--- src/rtl/led_pwm_fader_if.sv ---
// led_pwm_fader_if: host duty-write port of led_pwm_fader.
interface led_pwm_fader_if #(
  parameter int WIDTH = 8
) ();
  // Valid-only strobe: wr_en qualifies wr_ch/wr_data for exactly one cycle and
  // the fader always accepts it (implicit ready=1, no back-pressure ever).
  logic             wr_en;
  logic [3:0]       wr_ch;
  logic [WIDTH-1:0] wr_data;

  modport master (output wr_en, wr_ch, wr_data);
  modport slave  (input  wr_en, wr_ch, wr_data);
endinterface

--- src/rtl/led_pwm_fader.sv ---
// led_pwm_fader: multi-channel LED PWM with a shared prescaled period counter and
// duty updates applied only at period boundaries. Define LED_PWM_FADE_EN for the fade engine.
module led_pwm_fader #(
  parameter int CHANNELS  = 4,
  parameter int WIDTH     = 8,
  parameter int PRESCALE  = 1,
  parameter int FADE_STEP = 1
) (
  input  logic                clk,
  input  logic                rst_n,
  led_pwm_fader_if.slave      wr,
  output logic [CHANNELS-1:0] out,
  output logic                period_start,
  output logic [CHANNELS-1:0] fade_busy
);

  localparam int               PRE_W    = (PRESCALE > 1) ? $clog2(PRESCALE) : 1;
  localparam logic [PRE_W-1:0] PRE_LAST = PRE_W'(PRESCALE - 1);

  logic [PRE_W-1:0]    pre_q, pre_d;
  logic [WIDTH-1:0]    cnt_q, cnt_d;
  logic                tick, boundary;

  logic [WIDTH-1:0]    pending_q [CHANNELS];
  logic [WIDTH-1:0]    pending_d [CHANNELS];
  logic [WIDTH-1:0]    target_q  [CHANNELS];
  logic [WIDTH-1:0]    target_d  [CHANNELS];
  logic [WIDTH-1:0]    active_q  [CHANNELS];
  logic [WIDTH-1:0]    active_d  [CHANNELS];
  logic [CHANNELS-1:0] dirty_q, dirty_d;
  logic [CHANNELS-1:0] wr_hit;
  logic [CHANNELS-1:0] out_q, out_d;
  logic                period_start_q;

`ifdef LED_PWM_FADE_EN
  localparam logic [WIDTH:0] STEP = FADE_STEP[WIDTH:0];

  // Move act toward tgt by STEP, clamped at tgt; compares run one bit wider
  // so neither direction can wrap.
  function automatic logic [WIDTH-1:0] step_toward(input logic [WIDTH-1:0] act,
                                                   input logic [WIDTH-1:0] tgt);
    logic [WIDTH:0]   a, t;
    logic [WIDTH-1:0] res;
    a   = {1'b0, act};
    t   = {1'b0, tgt};
    res = tgt;
    if ((a < t) && ((a + STEP) < t)) begin
      res = act + STEP[WIDTH-1:0];
    end else if ((a > t) && ((a - t) > STEP)) begin
      res = act - STEP[WIDTH-1:0];
    end
    return res;
  endfunction
`endif

  always_comb begin
    tick     = (pre_q == PRE_LAST);
    boundary = tick && (cnt_q == '1);
    pre_d    = tick ? '0 : pre_q + PRE_W'(1);
    cnt_d    = tick ? cnt_q + WIDTH'(1) : cnt_q;
  end

  always_comb begin
    wr_hit = '0;
    for (int i = 0; i < CHANNELS; i++) begin
      wr_hit[i] = wr.wr_en && (wr.wr_ch == 4'(i));
    end
  end

  // Boundary consumes the pre-edge pending/dirty; a write on the same edge
  // re-arms dirty so it lands at the following boundary.
  always_comb begin
    pending_d = pending_q;
    target_d  = target_q;
    active_d  = active_q;
    dirty_d   = dirty_q;
    out_d     = '0;
    for (int i = 0; i < CHANNELS; i++) begin
      if (wr_hit[i]) begin
        pending_d[i] = wr.wr_data;
      end
      dirty_d[i] = wr_hit[i] | (dirty_q[i] & ~boundary);
      if (boundary && dirty_q[i]) begin
        target_d[i] = pending_q[i];
      end
      if (boundary) begin
`ifdef LED_PWM_FADE_EN
        active_d[i] = step_toward(active_q[i], target_q[i]);
`else
        active_d[i] = target_q[i];
`endif
      end
      out_d[i] = (cnt_q < active_q[i]);
    end
  end

  always_ff @(posedge clk or negedge rst_n) begin
    if (!rst_n) begin
      pre_q          <= '0;
      cnt_q          <= '0;
      dirty_q        <= '0;
      out_q          <= '0;
      period_start_q <= 1'b0;
      for (int i = 0; i < CHANNELS; i++) begin
        pending_q[i] <= '0;
        target_q[i]  <= '0;
        active_q[i]  <= '0;
      end
    end else begin
      pre_q          <= pre_d;
      cnt_q          <= cnt_d;
      dirty_q        <= dirty_d;
      out_q          <= out_d;
      period_start_q <= boundary;
      for (int i = 0; i < CHANNELS; i++) begin
        pending_q[i] <= pending_d[i];
        target_q[i]  <= target_d[i];
        active_q[i]  <= active_d[i];
      end
    end
  end

`ifdef LED_PWM_FADE_EN
  logic [CHANNELS-1:0] busy_q, busy_d;

  always_comb begin
    busy_d = '0;
    for (int i = 0; i < CHANNELS; i++) begin
      busy_d[i] = (active_q[i] != target_q[i]);
    end
  end

  always_ff @(posedge clk or negedge rst_n) begin
    if (!rst_n) begin
      busy_q <= '0;
    end else begin
      busy_q <= busy_d;
    end
  end

  assign fade_busy = busy_q;
`else
  logic unused_fade_step;
  assign unused_fade_step = |FADE_STEP;
  assign fade_busy        = '0;
`endif

  assign out          = out_q;
  assign period_start = period_start_q;

endmodule

--- src/flat_wrapper.sv ---
// flat-port wrapper written by rule: the top's interface ports become plain ports
module led_pwm_fader_flat 
#(
  parameter int CHANNELS  = 4,
  parameter int WIDTH     = 8,
  parameter int PRESCALE  = 1,
  parameter int FADE_STEP = 1
)
  (clk, rst_n, out, period_start, fade_busy, wr_wr_en, wr_wr_ch, wr_wr_data);
  led_pwm_fader_if #(.WIDTH(WIDTH)) wr_i ();
  input  logic clk;
  input  logic rst_n;
  output logic [CHANNELS-1:0] out;
  output logic period_start;
  output logic [CHANNELS-1:0] fade_busy;
  input wire logic [$bits(wr_i.wr_en)-1:0] wr_wr_en;
  input wire logic [$bits(wr_i.wr_ch)-1:0] wr_wr_ch;
  input wire logic [$bits(wr_i.wr_data)-1:0] wr_wr_data;
  assign wr_i.wr_en = wr_wr_en;
  assign wr_i.wr_ch = wr_wr_ch;
  assign wr_i.wr_data = wr_wr_data;
  led_pwm_fader #(.CHANNELS(CHANNELS), .WIDTH(WIDTH), .PRESCALE(PRESCALE), .FADE_STEP(FADE_STEP)) u_core (.clk(clk), .rst_n(rst_n), .wr(wr_i), .out(out), .period_start(period_start), .fade_busy(fade_busy));
endmodule
--- config.mk ---
export PLATFORM = sky130hd
export DESIGN_NAME = led_pwm_fader_flat
export DESIGN_NICKNAME = d
export VERILOG_FILES = /design/src/rtl/led_pwm_fader_if.sv /design/src/rtl/led_pwm_fader.sv /design/src/flat_wrapper.sv
export SDC_FILE = /design/constraint.sdc
export NUM_CORES = 1
export LEC_CHECK = 0
export CAP_MARGIN = 15
export CORE_MARGIN = 8
export CORE_UTILIZATION = 50
export CTS_CLUSTER_DIAMETER = 150
export DETAILED_ROUTE_END_ITERATION = 7
export PLACE_DENSITY = 0.77
export SYNTH_ARGS = -nofsm -noshare
export SYNTH_HDL_FRONTEND = slang
export SYNTH_SLANG_ARGS = --single-unit
--- constraint.sdc ---
create_clock -name clk -period 1.9 [get_ports clk]
set_clock_uncertainty 0.05 [all_clocks]
set_input_delay 0.57 -clock clk [delete_from_list [all_inputs] [get_ports clk]]
set_output_delay 0.57 -clock clk [all_outputs]
set_load 0.01 [all_outputs]
==> impl_metrics.json, run 1 <==
{
  "synth_top_family_by_area": "multiplexers",
  "post_cts.repair.setup_buffers": 0,
  "hpwl_mm": 6.69,
  "initial_core_util_pct": 51.2,
  "timing.final.crit_share_pct": 96.3,
  "gp_congestion": 0.751,
  "fp-row-count": 36,
  "wl_per_cell_um": 18.1,
  "grt_usage_pct": 17.0,
  "clock_path_buffers": 2,
  "numCtsBuffers": 17,
  "via_per_inst": 5.25,
  "setup_viol": 0,
  "ff_latch_area_um2": 2830,
  "route.vias.total": 2894,
  "htreeDepth": 4,
  "grt_pass1_vias": 3246,
  "period_minus_slack_ns": 1.83,
  "rsz0062_at_grt": "no",
  "seq_area_frac_synth_pct": 56.7,
  "synth_xor_xnor_area_share_pct": 1.05,
  "clkTransAtPathRegs_ns": 0.06,
  "cts.sinks": 113,
  "path_max_fanout": 8,
  "dieWidth_um": 116,
  "hold_class": "reg -> reg",
  "grt_max_degree": 48,
  "p_leak_nw": 2.95,
  "r2r-start": "u_core.cnt_q[0]",
  "syn_to_final_growth_pct": 23.0,
  "slew_viol_final": 0,
  "io_pins": 24,
  "placed_cell_area_um2": 5470,
  "overflow": 0,
  "yosys-top-cells-area": "dfrtp_1, mux2_2, ha_1",
  "synth_top_area_share_pct": 56.7,
  "yosysWarningCount": 0,
  "synth_top_area_cell": "dfrtp_1",
  "min-delay-start": "u_core.cnt_q[1]",
  "ant_nets": 0,
  "fill_cells": 750,
  "cts-root-buf": "clkbuf_8",
  "design_area_um2": 6130,
  "synth-seq-cells": 113,
  "dr.pass1.iters": 6,
  "ys_types": 34,
  "fmax_mhz": 547,
  "n_antenna_cell": 0,
  "dieArea_um2": 13400,
  "rr_worst_depth": 5,
  "synth_common_cells": "dfrtp_1, mux2_2, inv_1",
  "setup-tns-final_ns": 0,
  "synthMostInstantiatedCell": "dfrtp_1",
  "synth.area.mux_share_pct": 21.7,
  "core_area_um2": 9730,
  "worst_hold_slack_ns": 0.444,
  "wl_mm": 9.98,
  "worstSkewPairLatency_ns": 0.51,
  "drive_above_1_share_pct": 35.9,
  "status": "completed",
  "hold_violations": 0,
  "nNetsFinal": 450,
  "cp.required_ns": 2.24,
  "startpoint": "u_core.cnt_q[0]",
  "reg2reg_to": "u_core.target_q[1]",
  "synth_edf_count": 0,
  "synth-simple-area-share_pct": 5.93,
  "critical_path_class": "reg -> reg",
  "arrival_ns": 2.17,
  "synth_compound_area_share_pct": 3.36,
  "utilization_pct": 63.0,
  "crit_end": "u_core.target_q[1]",
  "crit_path_start_kind": "register",
  "avgSynthCellArea_um2": 14.1,
  "cts_tree": "yes",
  "syn-cell-area_um2": 4980,
  "critPathCaptureType": "register",
  "async_reset_ff_share_pct": 100,
  "maxCapViolations": 0,
  "die_y_um": 116,
  "synth_cells": 354,
  "drt_iter0_markers": 89,
  "antenna_found_initial": 0,
  "synth_fa_ha_area_share_pct": 7.28,
  "p_per_area_nw_per_um2": 1050,
  "drc": 0,
  "reg2reg_slack_ns": 0.07,
  "multi_input_area_um2": 1970,
  "grt_pass1_wl_mm": 16.8,
  "yosys_most_used_dff": "dfrtp_1",
  "peakVddDrop_mv": 0.746,
  "port-buffer-count": 19
}
-- per-stage QoR --
step / cells / setup slack (ns) / total power, mW
final: 551 / 0.0706 / 6.45
after global routing: 551 / 0.0158 / 6.69
after CTS: 551 / 0.0487 / 6.50
after detailed placement: 519 / -0.304 / 2.97
after global placement: 519 / -0.217 / 2.95
after floorplan: 357 / 0.0928 / 2.81
-- cell usage in the layout (no fill, tap or decap), types with 5 or more instances in the layout --
cell type / instances
dfrtp_1: 113
mux2_2: 92
inv_1: 33
ha_1: 29
clkbuf_16: 16
buf_4: 15
clkdlybuf4s50_1: 13
a21oi_1: 12
nand3_1: 9
nand2_1: 8
bufinv_16: 6
nor2_1: 5
o21ai_0: 5
dlygate4sd2_1: 5
-- worst min-delay path by stage --
| stage | endpoint | slack (ns) | cells after the start |
|---|---|---|---|
| 2_1_floorplan | u_core.active_q[0] | 0.22 | 0 |
| 3_3_place_gp | u_core.active_q[6] | 0.42 | 1 |
| 3_5_place_dp | u_core.active_q[6] | 0.43 | 1 |
| 4_1_cts | u_core.target_q[29] | 0.45 | 1 |
| 5_1_grt | u_core.target_q[5] | 0.46 | 1 |
| 6_report | u_core.cnt_q[1] | 0.44 | 1 |
-- worst max-delay path: stages, from the launching register on --
cell and delay (ns):
dfrtp_1 0.35, ha_1 0.22, nand3_2 0.08, buf_4 0.21
nor3_4 0.40, mux2_2 0.39
-- layout make-up --
type | instances | share of cell area (%)
Clock inverter | 10 | 3.33
Sequential cell | 113 | 46.1
Tap cell | 133 | 2.71
Multi-Input combinational cell | 203 | 32.2
Inverter | 33 | 2.02
Timing Repair Buffer | 38 | 6.14
Clock buffer | 21 | 7.49
-- where the power goes --
group	total [mW]	switching, mW	internal (mW)
logic	0.272	0.115	0.157
clock network	3.52	1.03	2.49
registers	2.66	0.0915	2.57
total	6.45	1.24	5.21
-- kinds of logic (layout without fill, tap and decap cells) --
group           count (synthesis)  after routing
simple gates                   40             40
xor+xnor                        6              6
buf+inv                        41            102
mux                            96             96
other cells                     1              4
flops                         113            113
compound gates                 28             28
fa+ha+maj                      29             29
-- registers in the layout (all words and copies together) (netlist names) --
signal and flops:
u_core.active_q 32, u_core.dirty_q 4, u_core.target_q 32, u_core.pending_q 32, u_core.period_start 1, u_core.out 4, u_core.cnt_q 8
-- metal layers --
layer / share of wire, % / track usage (%) / up-vias
met5: 0 / 0 / -
met4: 2.2 / 6.83 / 0
met3: 2.9 / 4.74 / 20
met2: 50 / 28.6 / 46
met1: 44 / 20.0 / 1494
li1: - / - / 1334
-- timing repair --
action                     4_1_cts  5_1_grt
setup endpoints to repair        5        0
hold buffers                     1        0
hold endpoints to repair        28        0
resized for setup                5        0
(Power assumes the default switching activity.)
==> run 2, diff against run 1 <==
--- a/config.mk
+++ b/config.mk
@@ -6,11 +6,13 @@
 export NUM_CORES = 1
 export LEC_CHECK = 0
 export CAP_MARGIN = 15
+export CELL_PAD_IN_SITES_DETAIL_PLACEMENT = 1
+export CELL_PAD_IN_SITES_GLOBAL_PLACEMENT = 1
 export CORE_MARGIN = 8
-export CORE_UTILIZATION = 50
+export CORE_UTILIZATION = 45
 export CTS_CLUSTER_DIAMETER = 150
 export DETAILED_ROUTE_END_ITERATION = 7
-export PLACE_DENSITY = 0.77
+export PLACE_DENSITY = 0.81
 export SYNTH_ARGS = -nofsm -noshare
 export SYNTH_HDL_FRONTEND = slang
 export SYNTH_SLANG_ARGS = --single-unit
==> impl_metrics.json, run 2 (synthesis results as in run 1) <==
{
  "status": "completed",
  "dieArea_um2": 14700,
  "final_cell_count_no_fill": 564,
  "path_max_fanout": 5,
  "final_common_cell": "dfrtp_1",
  "setup-tns-final_ns": 0,
  "route.vias.total": 3043,
  "p_per_area_nw_per_um2": 996,
  "critPathCaptureType": "register",
  "maxCapViolations": 0,
  "worstSkewPairLatency_ns": 0.51,
  "nNetsFinal": 456,
  "syn_to_final_growth_pct": 22.9,
  "ant_nets": 0,
  "grt_max_degree": 38,
  "design_area_um2": 6130,
  "crit_end": "u_core.target_q[22]",
  "crit_path_start_kind": "register",
  "startpoint": "u_core.cnt_q[1]",
  "hold_class": "reg -> reg",
  "cts-root-buf": "clkbuf_8",
  "critical_path_class": "reg -> reg",
  "peakVddDrop_mv": 0.663,
  "wl_mm": 12.6,
  "drc": 0,
  "placed_cells": 528,
  "hold_violations": 0,
  "cts.sinks": 113,
  "period_minus_slack_ns": 1.83,
  "place_ws_ns": -0.280,
  "r2r-start": "u_core.cnt_q[1]",
  "cts_tree": "yes",
  "utilization_pct": 56.5,
  "reg.largest.list": "u_core.active_q x32, u_core.pending_q x32, u_core.target_q x32",
  "timing.final.crit_share_pct": 96.1,
  "n_antenna_cell": 0,
  "fmax_mhz": 548,
  "drt_iter0_markers": 94,
  "grt_pass1_vias": 3501,
  "htreeDepth": 4,
  "antenna_found_initial": 0,
  "setup_viol": 0,
  "via_per_inst": 5.40,
  "rr_worst_depth": 6,
  "clock_path_buffers": 2,
  "dr.pass1.iters": 4,
  "arrival_ns": 2.17,
  "slew_viol_final": 0,
  "hold_depth": 1,
  "die_y_um": 121,
  "cp.required_ns": 2.24,
  "dieWidth_um": 121,
  "io_pins": 24,
  "overflow": 0,
  "fp-row-count": 38,
  "reg2reg_slack_ns": 0.07,
  "worst_hold_slack_ns": 0.435,
  "wl_per_cell_um": 22.3,
  "clkTransAtPathRegs_ns": 0.05,
  "placed_cell_area_um2": 5500,
  "drive_above_1_share_pct": 36.3,
  "numCtsBuffers": 17,
  "totalPowerFinal_mw": 6.10,
  "gp_congestion": 0.771,
  "initial_core_util_pct": 46.0,
  "setup_slack_ns": 0.0747,
  "p_leak_nw": 2.96,
  "hpwl_mm": 8.01,
  "rsz0062_at_grt": "no",
  "core_area_um2": 10800,
  "port-buffer-count": 19,
  "reg2reg_to": "u_core.target_q[22]",
  "final_cell_mix": "dfrtp_1, mux2_2, inv_1, ha_1, buf_4",
  "grt_pass1_wl_mm": 20.0,
  "grt_usage_pct": 18.2
}
run 2: timing repair:
| action | 4_1_cts | 5_1_grt |
|---|---|---|
| setup endpoints to repair | 5 | 14 |
| gates resized for setup | 5 | 0 |
| endpoints found under the hold margin | 28 | 0 |
| pin swaps | 0 | 2 |
| setup buffers | 0 | 4 |
| hold buffers | 1 | 0 |
run 2: cell type report:
cell class / count / area (um^2)
fillers: 1051 / 4710
flip-flops and latches: 113 / 2830
multi-input cells: 203 / 1970
clock buffers: 27 / 522
repair buffers: 44 / 434
well taps: 140 / 175
inverters: 33 / 124
clock inverters: 4 / 70.1
run 2: worst min path at each step:
stage                        startpoint                  end  slack [ns]
global route        u_core.active_q[19]  u_core.active_q[19]        0.47
floorplan                         rst_n   u_core.active_q[0]        0.22
detailed placement   u_core.active_q[6]   u_core.active_q[6]        0.43
finish              u_core.target_q[28]  u_core.target_q[28]        0.44
global placement    u_core.target_q[28]  u_core.target_q[28]        0.42
CTS                 u_core.target_q[28]  u_core.target_q[28]        0.44
run 2: routing by layer:
metal	vias to the layer above	GRT usage [%]	share of wire, %
met1	1608	20.7	40
met2	66	32.3	54
met5	-	0	0
met3	21	3.91	3.7
met4	0	7.79	1.6
li1	1348	-	-
run 2: worst max-delay path, stage by stage (launching register included):
cell and delay [ns]:
dfrtp_1 0.36, ha_1 0.24, nand3_2 0.08, buf_4 0.21, nor3_4 0.24, buf_4 0.19
mux2_2 0.35
run 2: power by group:
part | switching [mW] | internal (mW) | leakage, nW
logic | 0.127 | 0.160 | 1.18
registers | 0.111 | 2.57 | 1.49
clock network | 1.04 | 2.10 | 0.294
total | 1.27 | 4.83 | 2.96
==> run 3, diff against run 2 <==
--- a/config.mk
+++ b/config.mk
@@ -10,9 +10,11 @@
 export CELL_PAD_IN_SITES_GLOBAL_PLACEMENT = 1
 export CORE_MARGIN = 8
 export CORE_UTILIZATION = 45
-export CTS_CLUSTER_DIAMETER = 150
+export CTS_CLUSTER_DIAMETER = 80
 export DETAILED_ROUTE_END_ITERATION = 7
 export PLACE_DENSITY = 0.81
+export SKIP_CTS_REPAIR_TIMING = 1
+export SKIP_LAST_GASP = 1
 export SYNTH_ARGS = -nofsm -noshare
 export SYNTH_HDL_FRONTEND = slang
 export SYNTH_SLANG_ARGS = --single-unit
==> impl_metrics.json, run 3 (synthesis results as in run 1) <==
{
  "reg2reg_slack_ns": 0.08,
  "p_per_area_nw_per_um2": 993,
  "reg.largest.list": "u_core.active_q x32, u_core.pending_q x32, u_core.target_q x32",
  "r2r-start": "u_core.cnt_q[1]",
  "grt_max_degree": 38,
  "dr.pass1.iters": 4,
  "route.vias.total": 3041,
  "critPathCaptureType": "register",
  "clock_path_buffers": 2,
  "status": "completed",
  "port-buffer-count": 19,
  "gp_congestion": 0.771,
  "grt_usage_pct": 18.2,
  "final_cell_count_no_fill": 564,
  "period_minus_slack_ns": 1.82,
  "rr_worst_depth": 6,
  "hold_depth": 1,
  "rsz0062_at_grt": "no",
  "dieWidth_um": 121,
  "final_cell_mix": "dfrtp_1, mux2_2, inv_1, ha_1, buf_4",
  "setup_viol": 0,
  "p_leak_nw": 3.03,
  "min-delay-start": "u_core.target_q[28]",
  "cp.required_ns": 2.24,
  "cp_slowest_cell": "dfrtp_1",
  "slew_viol_final": 0,
  "cts_tree": "yes",
  "fp-row-count": 38,
  "ant_nets": 0,
  "fmax_mhz": 551,
  "peakVddDrop_mv": 0.665,
  "grt_pass1_wl_mm": 20.0,
  "timing.final.crit_share_pct": 95.6,
  "reg2reg_to": "u_core.target_q[22]",
  "syn_to_final_growth_pct": 23.3,
  "core_area_um2": 10800,
  "cts.sinks": 113,
  "path_buf_inv": 2,
  "overflow": 0,
  "utilization_pct": 56.7,
  "crit_top_cell": "buf_4",
  "via_per_inst": 5.39,
  "maxCapViolations": 0,
  "hold_violations": 0,
  "min_to": "u_core.target_q[28]",
  "placed_cells": 528,
  "cts-root-buf": "clkbuf_8",
  "slowest_delay_ns": 0.36,
  "final_common_cell": "dfrtp_1",
  "dieArea_um2": 14700,
  "hold_class": "reg -> reg",
  "arrival_ns": 2.16,
  "nNetsFinal": 456,
  "path_max_fanout": 5,
  "hpwl_mm": 8.01,
  "cpLargestDelayFamily": "buffers and inverters",
  "die_y_um": 121,
  "fill_cells": 1053,
  "setup_slack_ns": 0.0839,
  "critical_path_class": "reg -> reg",
  "grt_pass1_vias": 3497,
  "wl_mm": 12.6,
  "n_antenna_cell": 0,
  "htreeDepth": 4,
  "totalPowerFinal_mw": 6.10,
  "worstSkewPairLatency_ns": 0.51,
  "numCtsBuffers": 17,
  "antenna_found_initial": 0,
  "worst_hold_slack_ns": 0.440,
  "crit_path_start_kind": "register",
  "io_pins": 24,
  "clkTransAtPathRegs_ns": 0.05,
  "drive_above_1_share_pct": 36.3,
  "initial_core_util_pct": 46.0,
  "drc": 0,
  "path_cells": "ha_1 -> nand3_2 -> buf_4 -> nor3_4 -> buf_4 -> mux2_2",
  "place_ws_ns": -0.280,
  "drt_iter0_markers": 87,
  "wl_per_cell_um": 22.3
}
[run 3: cell count changes in the layout (fill, tap and decap cells not counted), sizes merged]
cell / change
dlygate4sd2: -5
dlymetal6s2s: +5
[run 3: final cells by class]
class                           instances  area (um^2)  area share, %
Clock inverter                          4         70.1           1.14
Tap cell                              140          175           2.85
Sequential cell                       113         2830           46.0
Clock buffer                           27          522           8.49
Timing Repair Buffer                   44          453           7.37
Multi-Input combinational cell        203         1970           32.1
Inverter                               33          124           2.02
[run 3: worst max path at each step]
stage,slack (ns),cells after the start,endpoint,from
floorplan,0.09,3,u_core.pending_q[24],wr_wr_ch[3]
global placement,-0.23,5,u_core.pending_q[28],wr_wr_en
detailed placement,-0.28,5,u_core.pending_q[28],wr_wr_en
CTS,-0.13,1,period_start,u_core.period_start
global route,0.01,6,u_core.target_q[22],u_core.cnt_q[1]
finish,0.08,6,u_core.target_q[22],u_core.cnt_q[1]
[run 3: layer usage]
metal | global-route usage, % | wire length, um
met1 | 20.7 | 5090
met2 | 32.4 | 6860
met4 | 7.79 | 209
met3 | 3.91 | 441
met5 | 0 | 0
[run 3: where the power goes]
group	switching (mW)	internal (mW)	total, mW
Clock	1.04	2.10	3.14
Sequential	0.111	2.57	2.68
Combinational	0.127	0.160	0.288
[run 3: per-stage QoR]
stage               area [um^2]  TNS (ns)
floorplan                  4990         0
finish                     6150         0
global placement           5500     -4.70
detailed placement         5500     -6.08
global route               6150         0
CTS                        6090    -0.582
